File: src/rtl/timer_arbiter_if.sv
// Signal bundle between the timer arbiter, its four requesters and the timer peripheral bus.
// The arbiter takes the master modport; requesters and the timer side take the slave modport.
interface timer_arbiter_if;
  logic [3:0]  req;
  logic [15:0] delay0;
  logic [15:0] delay1;
  logic [15:0] delay2;
  logic [15:0] delay3;
  logic        timer_done;
  logic [3:0]  grant;
  logic [3:0]  done;
  logic        busy;
  logic        bus_write;
  logic [15:0] bus_id;
  logic [15:0] bus_din;

  modport master (
    input  req, delay0, delay1, delay2, delay3, timer_done,
    output grant, done, busy, bus_write, bus_id, bus_din
  );

  modport slave (
    output req, delay0, delay1, delay2, delay3, timer_done,
    input  grant, done, busy, bus_write, bus_id, bus_din
  );
endinterface

File: src/rtl/timer_arbiter.sv
// Round-robin arbiter that shares one down-counting timer among four requesters.
// A winner's delay is written to the timer (upper half zero first), then done is returned on expiry.
module timer_arbiter #(
  parameter logic [15:0] LOWER_ID = 16'h0010,
  parameter logic [15:0] UPPER_ID = 16'h0011
) (
  input  logic            clk,
  input  logic            reset,
  timer_arbiter_if.master arb
);

  typedef enum logic [2:0] {IDLE, WR_HI, WR_LO, WAIT, DONE} state_t;

  state_t      state_q, state_d;
  logic [1:0]  ptr_q, ptr_d;
  logic [1:0]  idx_q, idx_d;
  logic [15:0] dly_q, dly_d;
  logic [3:0]  grant_q, grant_d;
  logic [3:0]  done_q, done_d;
  logic        busy_q, busy_d;
  logic        bus_write_q, bus_write_d;
  logic [15:0] bus_id_q, bus_id_d;
  logic [15:0] bus_din_q, bus_din_d;

  logic [1:0]  winner;
  logic [1:0]  cand;
  logic [15:0] winner_dly;

  // Scan from the farthest position down so the nearest set bit after ptr wins.
  always_comb begin
    winner = ptr_q;
    cand   = ptr_q;
    for (int k = 4; k >= 1; k--) begin
      cand = ptr_q + 2'(k);
      if (arb.req[cand]) winner = cand;
    end
  end

  always_comb begin
    case (winner)
      2'd0:    winner_dly = arb.delay0;
      2'd1:    winner_dly = arb.delay1;
      2'd2:    winner_dly = arb.delay2;
      default: winner_dly = arb.delay3;
    endcase
  end

  always_comb begin
    state_d     = state_q;
    ptr_d       = ptr_q;
    idx_d       = idx_q;
    dly_d       = dly_q;
    grant_d     = 4'b0000;
    done_d      = 4'b0000;
    busy_d      = 1'b0;
    bus_write_d = 1'b0;
    bus_id_d    = 16'h0000;
    bus_din_d   = 16'h0000;

    case (state_q)
      IDLE: begin
        if (arb.req != 4'b0000) begin
          idx_d   = winner;
          dly_d   = winner_dly;
          state_d = (winner_dly == 16'h0000) ? DONE : WR_HI;
        end
      end
      WR_HI: state_d = WR_LO;
      WR_LO: state_d = WAIT;
      WAIT: begin
        if (arb.timer_done) state_d = DONE;
      end
      DONE: begin
        ptr_d   = idx_q;
        state_d = IDLE;
      end
      default: state_d = IDLE;
    endcase

    // Outputs are registered, so they are derived from the state being entered.
    if (state_d != IDLE) begin
      busy_d  = 1'b1;
      grant_d = 4'b0001 << idx_d;
    end
    if (state_d == DONE) done_d = 4'b0001 << idx_d;
    if (state_d == WR_HI) begin
      bus_write_d = 1'b1;
      bus_id_d    = UPPER_ID;
    end
    if (state_d == WR_LO) begin
      bus_write_d = 1'b1;
      bus_id_d    = LOWER_ID;
      bus_din_d   = dly_d;
    end
  end

  always_ff @(posedge clk) begin
    if (reset) begin
      state_q     <= IDLE;
      ptr_q       <= 2'd3;
      idx_q       <= 2'd0;
      dly_q       <= 16'h0000;
      grant_q     <= 4'b0000;
      done_q      <= 4'b0000;
      busy_q      <= 1'b0;
      bus_write_q <= 1'b0;
      bus_id_q    <= 16'h0000;
      bus_din_q   <= 16'h0000;
    end else begin
      state_q     <= state_d;
      ptr_q       <= ptr_d;
      idx_q       <= idx_d;
      dly_q       <= dly_d;
      grant_q     <= grant_d;
      done_q      <= done_d;
      busy_q      <= busy_d;
      bus_write_q <= bus_write_d;
      bus_id_q    <= bus_id_d;
      bus_din_q   <= bus_din_d;
    end
  end

  assign arb.grant     = grant_q;
  assign arb.done      = done_q;
  assign arb.busy      = busy_q;
  assign arb.bus_write = bus_write_q;
  assign arb.bus_id    = bus_id_q;
  assign arb.bus_din   = bus_din_q;

endmodule

File: src/flat_wrapper.sv
// flat-port wrapper written by rule: the top's interface ports become plain ports
module timer_arbiter_flat 
#(
  parameter logic [15:0] LOWER_ID = 16'h0010,
  parameter logic [15:0] UPPER_ID = 16'h0011
)
  (clk, reset, arb_req, arb_delay0, arb_delay1, arb_delay2, arb_delay3, arb_timer_done, arb_grant, arb_done, arb_busy, arb_bus_write, arb_bus_id, arb_bus_din);
  timer_arbiter_if arb_i ();
  input  logic clk;
  input  logic reset;
  input wire logic [$bits(arb_i.req)-1:0] arb_req;
  input wire logic [$bits(arb_i.delay0)-1:0] arb_delay0;
  input wire logic [$bits(arb_i.delay1)-1:0] arb_delay1;
  input wire logic [$bits(arb_i.delay2)-1:0] arb_delay2;
  input wire logic [$bits(arb_i.delay3)-1:0] arb_delay3;
  input wire logic [$bits(arb_i.timer_done)-1:0] arb_timer_done;
  output wire logic [$bits(arb_i.grant)-1:0] arb_grant;
  output wire logic [$bits(arb_i.done)-1:0] arb_done;
  output wire logic [$bits(arb_i.busy)-1:0] arb_busy;
  output wire logic [$bits(arb_i.bus_write)-1:0] arb_bus_write;
  output wire logic [$bits(arb_i.bus_id)-1:0] arb_bus_id;
  output wire logic [$bits(arb_i.bus_din)-1:0] arb_bus_din;
  assign arb_i.req = arb_req;
  assign arb_i.delay0 = arb_delay0;
  assign arb_i.delay1 = arb_delay1;
  assign arb_i.delay2 = arb_delay2;
  assign arb_i.delay3 = arb_delay3;
  assign arb_i.timer_done = arb_timer_done;
  assign arb_grant = arb_i.grant;
  assign arb_done = arb_i.done;
  assign arb_busy = arb_i.busy;
  assign arb_bus_write = arb_i.bus_write;
  assign arb_bus_id = arb_i.bus_id;
  assign arb_bus_din = arb_i.bus_din;
  timer_arbiter #(.LOWER_ID(LOWER_ID), .UPPER_ID(UPPER_ID)) u_core (.clk(clk), .reset(reset), .arb(arb_i));
endmodule
File: config.mk
export PLATFORM = sky130hd
export DESIGN_NAME = timer_arbiter_flat
export DESIGN_NICKNAME = d
export VERILOG_FILES = /design/src/rtl/timer_arbiter_if.sv /design/src/rtl/timer_arbiter.sv /design/src/flat_wrapper.sv
export SDC_FILE = /design/constraint.sdc
export NUM_CORES = 1
export LEC_CHECK = 0
export CAP_MARGIN = 10
export CORE_MARGIN = 2
export CORE_UTILIZATION = 40
export CTS_CLUSTER_DIAMETER = 30
export DETAILED_ROUTE_END_ITERATION = 16
export PLACE_DENSITY = 0.87
export SLEW_MARGIN = 20
export SYNTH_ARGS = -nofsm -noshare
export SYNTH_HDL_FRONTEND = slang
export SYNTH_SLANG_ARGS = --single-unit
File: constraint.sdc
create_clock -name clk -period 3 [get_ports clk]
set_clock_uncertainty 0.05 [all_clocks]
set_input_delay 0.6 -clock clk [delete_from_list [all_inputs] [get_ports clk]]
set_output_delay 0.6 -clock clk [all_outputs]
set_load 0.02 [all_outputs]
==> results of run 1 <==
-- worst min-delay path: stages (launching register included) --
cell and delay (ps):
dfxtp_1 320, nand2_1 50, a21oi_1 50
-- layer usage --
layer | vias up | global-route usage (%)
li1 | 1426 | -
met1 | 1391 | 23.2
met2 | 121 | 37.4
met3 | 24 | 3.82
met4 | 0 | 6.20
met5 | - | 0
-- registers in the layout (all words and copies together), names as in the netlist --
signal / count
u_core.idx_q: 2
u_core.dly_q: 16
u_core.state_q: 3
u_core.arb.grant: 4
u_core.arb.done: 4
u_core.arb.bus_din: 16
u_core.arb.bus_id: 2
u_core.arb.busy: 1
u_core.ptr_q: 2
-- metrics by stage --
stage	area (um2)	hold WS, ps
CTS	4240	415
detailed placement	4100	396
finish	4330	410
floorplan	2890	371
global route	4330	436
global placement	4100	395
-- placed cells by master (no fill, tap or decap), types with 2 or more instances in the layout --
cell             count
clkdlybuf4s50_1     96
dfxtp_1             50
buf_12               4
nor2_1              24
and2_1              15
nor3_1               3
a32oi_1             28
dlymetal6s2s_1       2
or3_1                2
nor4_2               3
mux2i_1             21
a211oi_1            29
nand2b_1             4
a311o_1              2
o21ai_0              3
a31oi_1              4
buf_4               38
clkbuf_8             5
a211o_1              4
nand2_1             26
a21oi_1             12
and3_1               5
inv_1               32
nor3_4               2
conb_1              14
-- cells by family after synthesis --
group	share of synthesized area, %
compound gates	27.2
buf+inv	12.6
flops	35.2
mux	7.40
other cells	0.132
simple gates	17.4
-- worst paths after layout --
path	startpoint	endpoint	slack [ps]	cells past startpoint
max reg2reg	u_core.ptr_q[1]	u_core.state_q[0]	230	7
max	arb_req[2]	u_core.state_q[0]	40	11
min	u_core.dly_q[13]	u_core.dly_q[13]	410	2
min reg2reg	u_core.dly_q[13]	u_core.dly_q[13]	410	2
-- cell type report --
type | count | area, um2 | area share, %
sequential | 50 | 1000 | 23.1
timing repair buffer | 141 | 1380 | 31.8
multi-input combinational | 225 | 1590 | 36.8
clock buffer | 5 | 68.8 | 1.59
clock inverter | 3 | 47.5 | 1.10
inverter | 32 | 120 | 2.78
tap | 96 | 120 | 2.78
-- repair_timing --
action | in CTS | in global routing
pin swaps | 1 | 6
gates cloned | 0 | 1
resized for setup | 3 | 7
endpoints found under the setup margin | 8 | 8
buffers inserted | 1 | 4
hold buffers | 0 | 0
-- where the power goes --
group	leakage (nW)	total [mW]	internal, mW	switching (mW)
Combinational	1.38	0.737	0.363	0.374
Clock	0.0587	0.482	0.253	0.229
Sequential	0.409	0.791	0.746	0.0458
Total	1.84	2.01	1.36	0.648
==> flow_summary.yaml, run 1 <==
cells_and_area:
  nets: 526
  syn_to_final_growth_pct: 52.3
  antennaDiodeCount: 0
  drive_above_1_share_pct: 15.4
  post-route-util_pct: 63.4
  layout.cells.non_filler: 552
  fillers: 596
routing:
  dr.max_layer_used: "met4"
  drtPass1Iterations: 4
  wl_met2_um: 4070
  wl_met1_um: 3340
  avgRoutedWirePerCell_um: 14.8
  drtIter0Drc: 218
  drc: 0
  met3_length_um: 503
  avgViaCountPerCell: 5.37
  num_vias: 2962
  ant_nets: 0
  wl_um: 8150
timing:
  drv_slew: 0
  hold_viol: 0
  max_freq_mhz: 338
  post-route-min-period_ps: 2960
  slew_headroom_pct: 64.8
  tightest_slew_ps: 523
  period_share_pct: 98.7
  setup_viol: 0
  setup_ws_ps: 39.6
  tns_ps: 0
yosys:
  synth_most_common_cell: "dfxtp_1"
  yosys-top-cells-area: "dfxtp_1 (35%), a32oi_1 (8.6%), a211oi_1 (7.7%)"
  postSynthRegisterBits: 50
  async_flop_share_pct: 0
  synth_commonest_cells: "dfxtp_1 (50), inv_1 (32), a211oi_1 (29)"
  ys_dominant_reg_cell: "dfxtp_1"
  ys_types: 46
  synth_top_area_share_pct: 35.2
  synthCells: 336
  syn-cell-area_mm2: 0.00284
  ys_warn_count: 0
  syn_avg_cell_area_um2: 8.46
  yosys.area.top_type: "dfxtp_1"
  ys_seq_area_share_pct: 35.2
  synth_edf_count: 0
setup_path:
  path_delay_family: "compound AO/OA/AOI/OAI gates"
  cp_slowest_cell: "clkdlybuf4s50_1"
  path_cells: "clkdlybuf4s50_1 -> buf_4 -> nor3_4 -> buf_12 -> buf_4 -> a211oi_1 -> a32oi_1 -> mux2i_1 -> a2111oi_2 -> nand4_4 -> a32o_1"
  cp.required_ps: 3150
  path_class: "in -> reg"
  slowest_delay_ps: 470
  critPathBufInv: 4
  critPathCaptureType: "flop"
  cp_common_cell: "buf_4"
  startpoint_type: "primary input"
  crit_fanout: 8
  arrival_ps: 3110
pwr:
  p_total_mw: 2.01
  powerDensity_mw_per_mm2: 464
  ir_drop_mv: 0.198
  p_leak_nw: 1.84
clock_network:
  clkTransAtPathRegs_ps: 90
  clk_path_buf_depth: 2
  cts-buffers-inserted: 5
  htreeDepth: 2
  clk-insertion-delay-late_ps: 310
  cts_sinks: 50
  cts_tree: "built"
  cts_root_buf: "clkbuf_8"
place:
  place_ws_ps: -477
  port-buffer-count: 98
  dp.cells: 538
  hpwl_um: 6120
  place_congestion: 0.867
job:
  cap_viol_max_count: 0
grt:
  grt-ovfl-total: 0
  grt_pass1_wl_um: 12500
  grt_max_degree: 29
  grt_pass1_vias: 2815
  grt_usage_pct: 20.1
  grt_antenna_before_repair: 0
floorplanning:
  die_h_um: 88.3
  rows: 30
  die_x_um: 88.3
  core_mm2: 0.00683
  dieArea_mm2: 0.00779
  start_util_pct: 41.6
  ios: 113
min_path:
  hold_path_class: "reg -> reg"
run_status:
  status: "finished, final reports clean"
(Power assumes the default switching activity.)
==> inputs of run 2 (changes only) <==
==> constraint.sdc (replaced) <==
create_clock -name clk -period 3.71 [get_ports clk]
set_clock_uncertainty 0.05 [all_clocks]
set_input_delay 0.371 -clock clk [delete_from_list [all_inputs] [get_ports clk]]
set_output_delay 0.371 -clock clk [all_outputs]
set_load 0.02 [all_outputs]
==> run 2 against run 1 <==
Against the previous run:
- routed wire length fell by 9.0%
- non-clock buffer count down 35
- sequential share of layout area increased by 2.4 points
- die area unchanged
- utilization shrank 6.0 points
- via count decreased by 6.8%
- combinational power fell by 29%
- first-iteration DRC count did not move
- register-to-register slack improved by 500 ps
- cell count down 6.3%
- critical endpoint is now u_core.arb.done[0]
==> flow_summary.yaml, run 2 (same netlist as run 1, synthesis figures left out) <==
grt:
  grt_antenna_before_repair: 0
  grt_pass1_vias: 2719
  grt_pass1_wl_um: 12200
  grt_max_degree: 34
  grt_usage_pct: 19.7
  grt-ovfl-total: 0
cells_and_area:
  regArea_mm2: 0.00100
  multi_input_area_mm2: 0.00155
  syn_to_final_growth_pct: 38.0
  nets: 491
  layout.cells.non_filler: 517
  antennaDiodeCount: 0
  drive_above_1_share_pct: 7.13
  fillers: 627
  final_cell_mix: "clkdlybuf4s50_1 (98), dfxtp_1 (50), inv_1 (32)"
  layout_commonest_cell: "clkdlybuf4s50_1"
setup_path:
  startpoint_type: "primary input"
  ff2ff_path_depth: 8
  path_class: "in -> reg"
  r2r_end: "u_core.arb.done[0]"
  r2r_start: "u_core.ptr_q[1]"
  rrSetupSlack_ps: 730
  cp.required_ps: 3860
  critPathCaptureType: "flop"
  arrival_ps: 3260
  crit_fanout: 16
routing:
  ant_nets: 0
  drtPass1Iterations: 4
  avgRoutedWirePerCell_um: 14.3
  drc: 0
  wl_um: 7410
  drtIter0Drc: 218
  avgViaCountPerCell: 5.34
  num_vias: 2761
clock_network:
  cts_tree: "built"
  clk-insertion-delay-late_ps: 300
  cts-buffers-inserted: 5
  htreeDepth: 2
  clk_path_buf_depth: 2
  cts_sinks: 50
  clkTransAtPathRegs_ps: 80
  post_cts_buffers: 0
  cts_root_buf: "clkbuf_8"
  cts_hold_buf: 0
  post_cts_resized: 0
timing:
  rsz0062_at_grt: "no"
  max_freq_mhz: 321
  drv_slew: 0
  post-route-min-period_ps: 3110
  tns_ps: 0
  hold_viol: 0
  tightest_slew_ps: 1040
  slew_headroom_pct: 30.6
  setup_viol: 0
  period_share_pct: 83.9
pwr:
  powerDensity_mw_per_mm2: 376
  ir_drop_mv: 0.181
  p_sw_share_pct: 33.7
  p_comb_share_pct: 35.7
  p_leak_nw: 1.61
  p_int_mw: 0.976
  clkPwrFrac_pct: 20.8
  p_sw_mw: 0.497
  p_seq_share_pct: 43.5
floorplanning:
  die_h_um: 88.3
  core_mm2: 0.00683
  rows: 30
  ios: 113
  die_x_um: 88.3
  start_util_pct: 41.6
  dieArea_mm2: 0.00779
min_path:
  hold_depth: 2
  min_to: "u_core.dly_q[7]"
  hold_path_class: "reg -> reg"
  hold_start: "u_core.dly_q[7]"
run_status:
  status: "finished, final reports clean"
place:
  port-buffer-count: 98
  hpwl_um: 5660
  place_congestion: 1.01
  dp.cells: 509
job:
  cap_viol_max_count: 0
==> run 2: routing by layer <==
metal  part of all wire, %  global-route usage [%]  wire length (um)  vias up
li1                      -                       -                 -     1353
met1                    41                    24.6              3050     1288
met2                    51                    35.5              3790      108
met3                   6.4                    3.36               474       12
met4                   1.3                    4.55                94        0
met5                     0                       0                 0        -
==> run 2: how the worst max path moves through the flow <==
| stage | startpoint | to | slack [ps] | cells after the start |
|---|---|---|---|---|
| floorplan | arb_req[3] | u_core.arb.done[0] | 1360 | 7 |
| global placement | arb_req[2] | u_core.arb.done[0] | 550 | 9 |
| detailed placement | arb_req[2] | u_core.arb.done[0] | 320 | 9 |
| CTS | arb_req[2] | u_core.arb.done[0] | 620 | 9 |
| global route | arb_req[2] | u_core.arb.done[0] | 460 | 9 |
| finish | arb_req[2] | u_core.arb.done[0] | 600 | 9 |
==> run 2: area by class of cell <==
type                    instances  area share, %
clock buffers                   5           1.76
repair buffers                106           26.6
well taps                      96           3.06
multi-input cells             225           39.5
flip-flops and latches         50           25.5
clock inverters                 3          0.543
inverters                      32           3.06
==> run 2: power by group through the flow <==
stage | logic (mW) | clock network [mW] | registers [mW]
after floorplan | 0.311 | 0 | 0.671
after global placement | 0.512 | 0 | 0.651
after detailed placement | 0.523 | 0 | 0.651
after CTS | 0.526 | 0.313 | 0.640
after global routing | 0.577 | 0.339 | 0.648
final | 0.525 | 0.307 | 0.641
==> run 2: critical path: stages <==
cell             delay (ps)
clkdlybuf4s50_1         610
nand2b_1                160
a21oi_1                  90
nor3_2                  460
buf_4                   350
mux2i_1                 140
nor4_1                  430
nand4_2                 300
o41ai_2                 340
==> run 2: through the flow <==
| stage | hold WS [ps] | utilization, % | power (mW) | setup WS, ps | area [um2] |
|---|---|---|---|---|---|
| finish | 402 | 57.4 | 1.47 | 596 | 3920 |
| global route | 440 | 57.4 | 1.56 | 461 | 3920 |
| CTS | 405 | 57.4 | 1.48 | 619 | 3920 |
| detailed placement | 393 | 56.1 | 1.17 | 316 | 3830 |
| global placement | 394 | 56.1 | 1.16 | 551 | 3830 |
| floorplan | 371 | - | 0.982 | 1360 | 2890 |
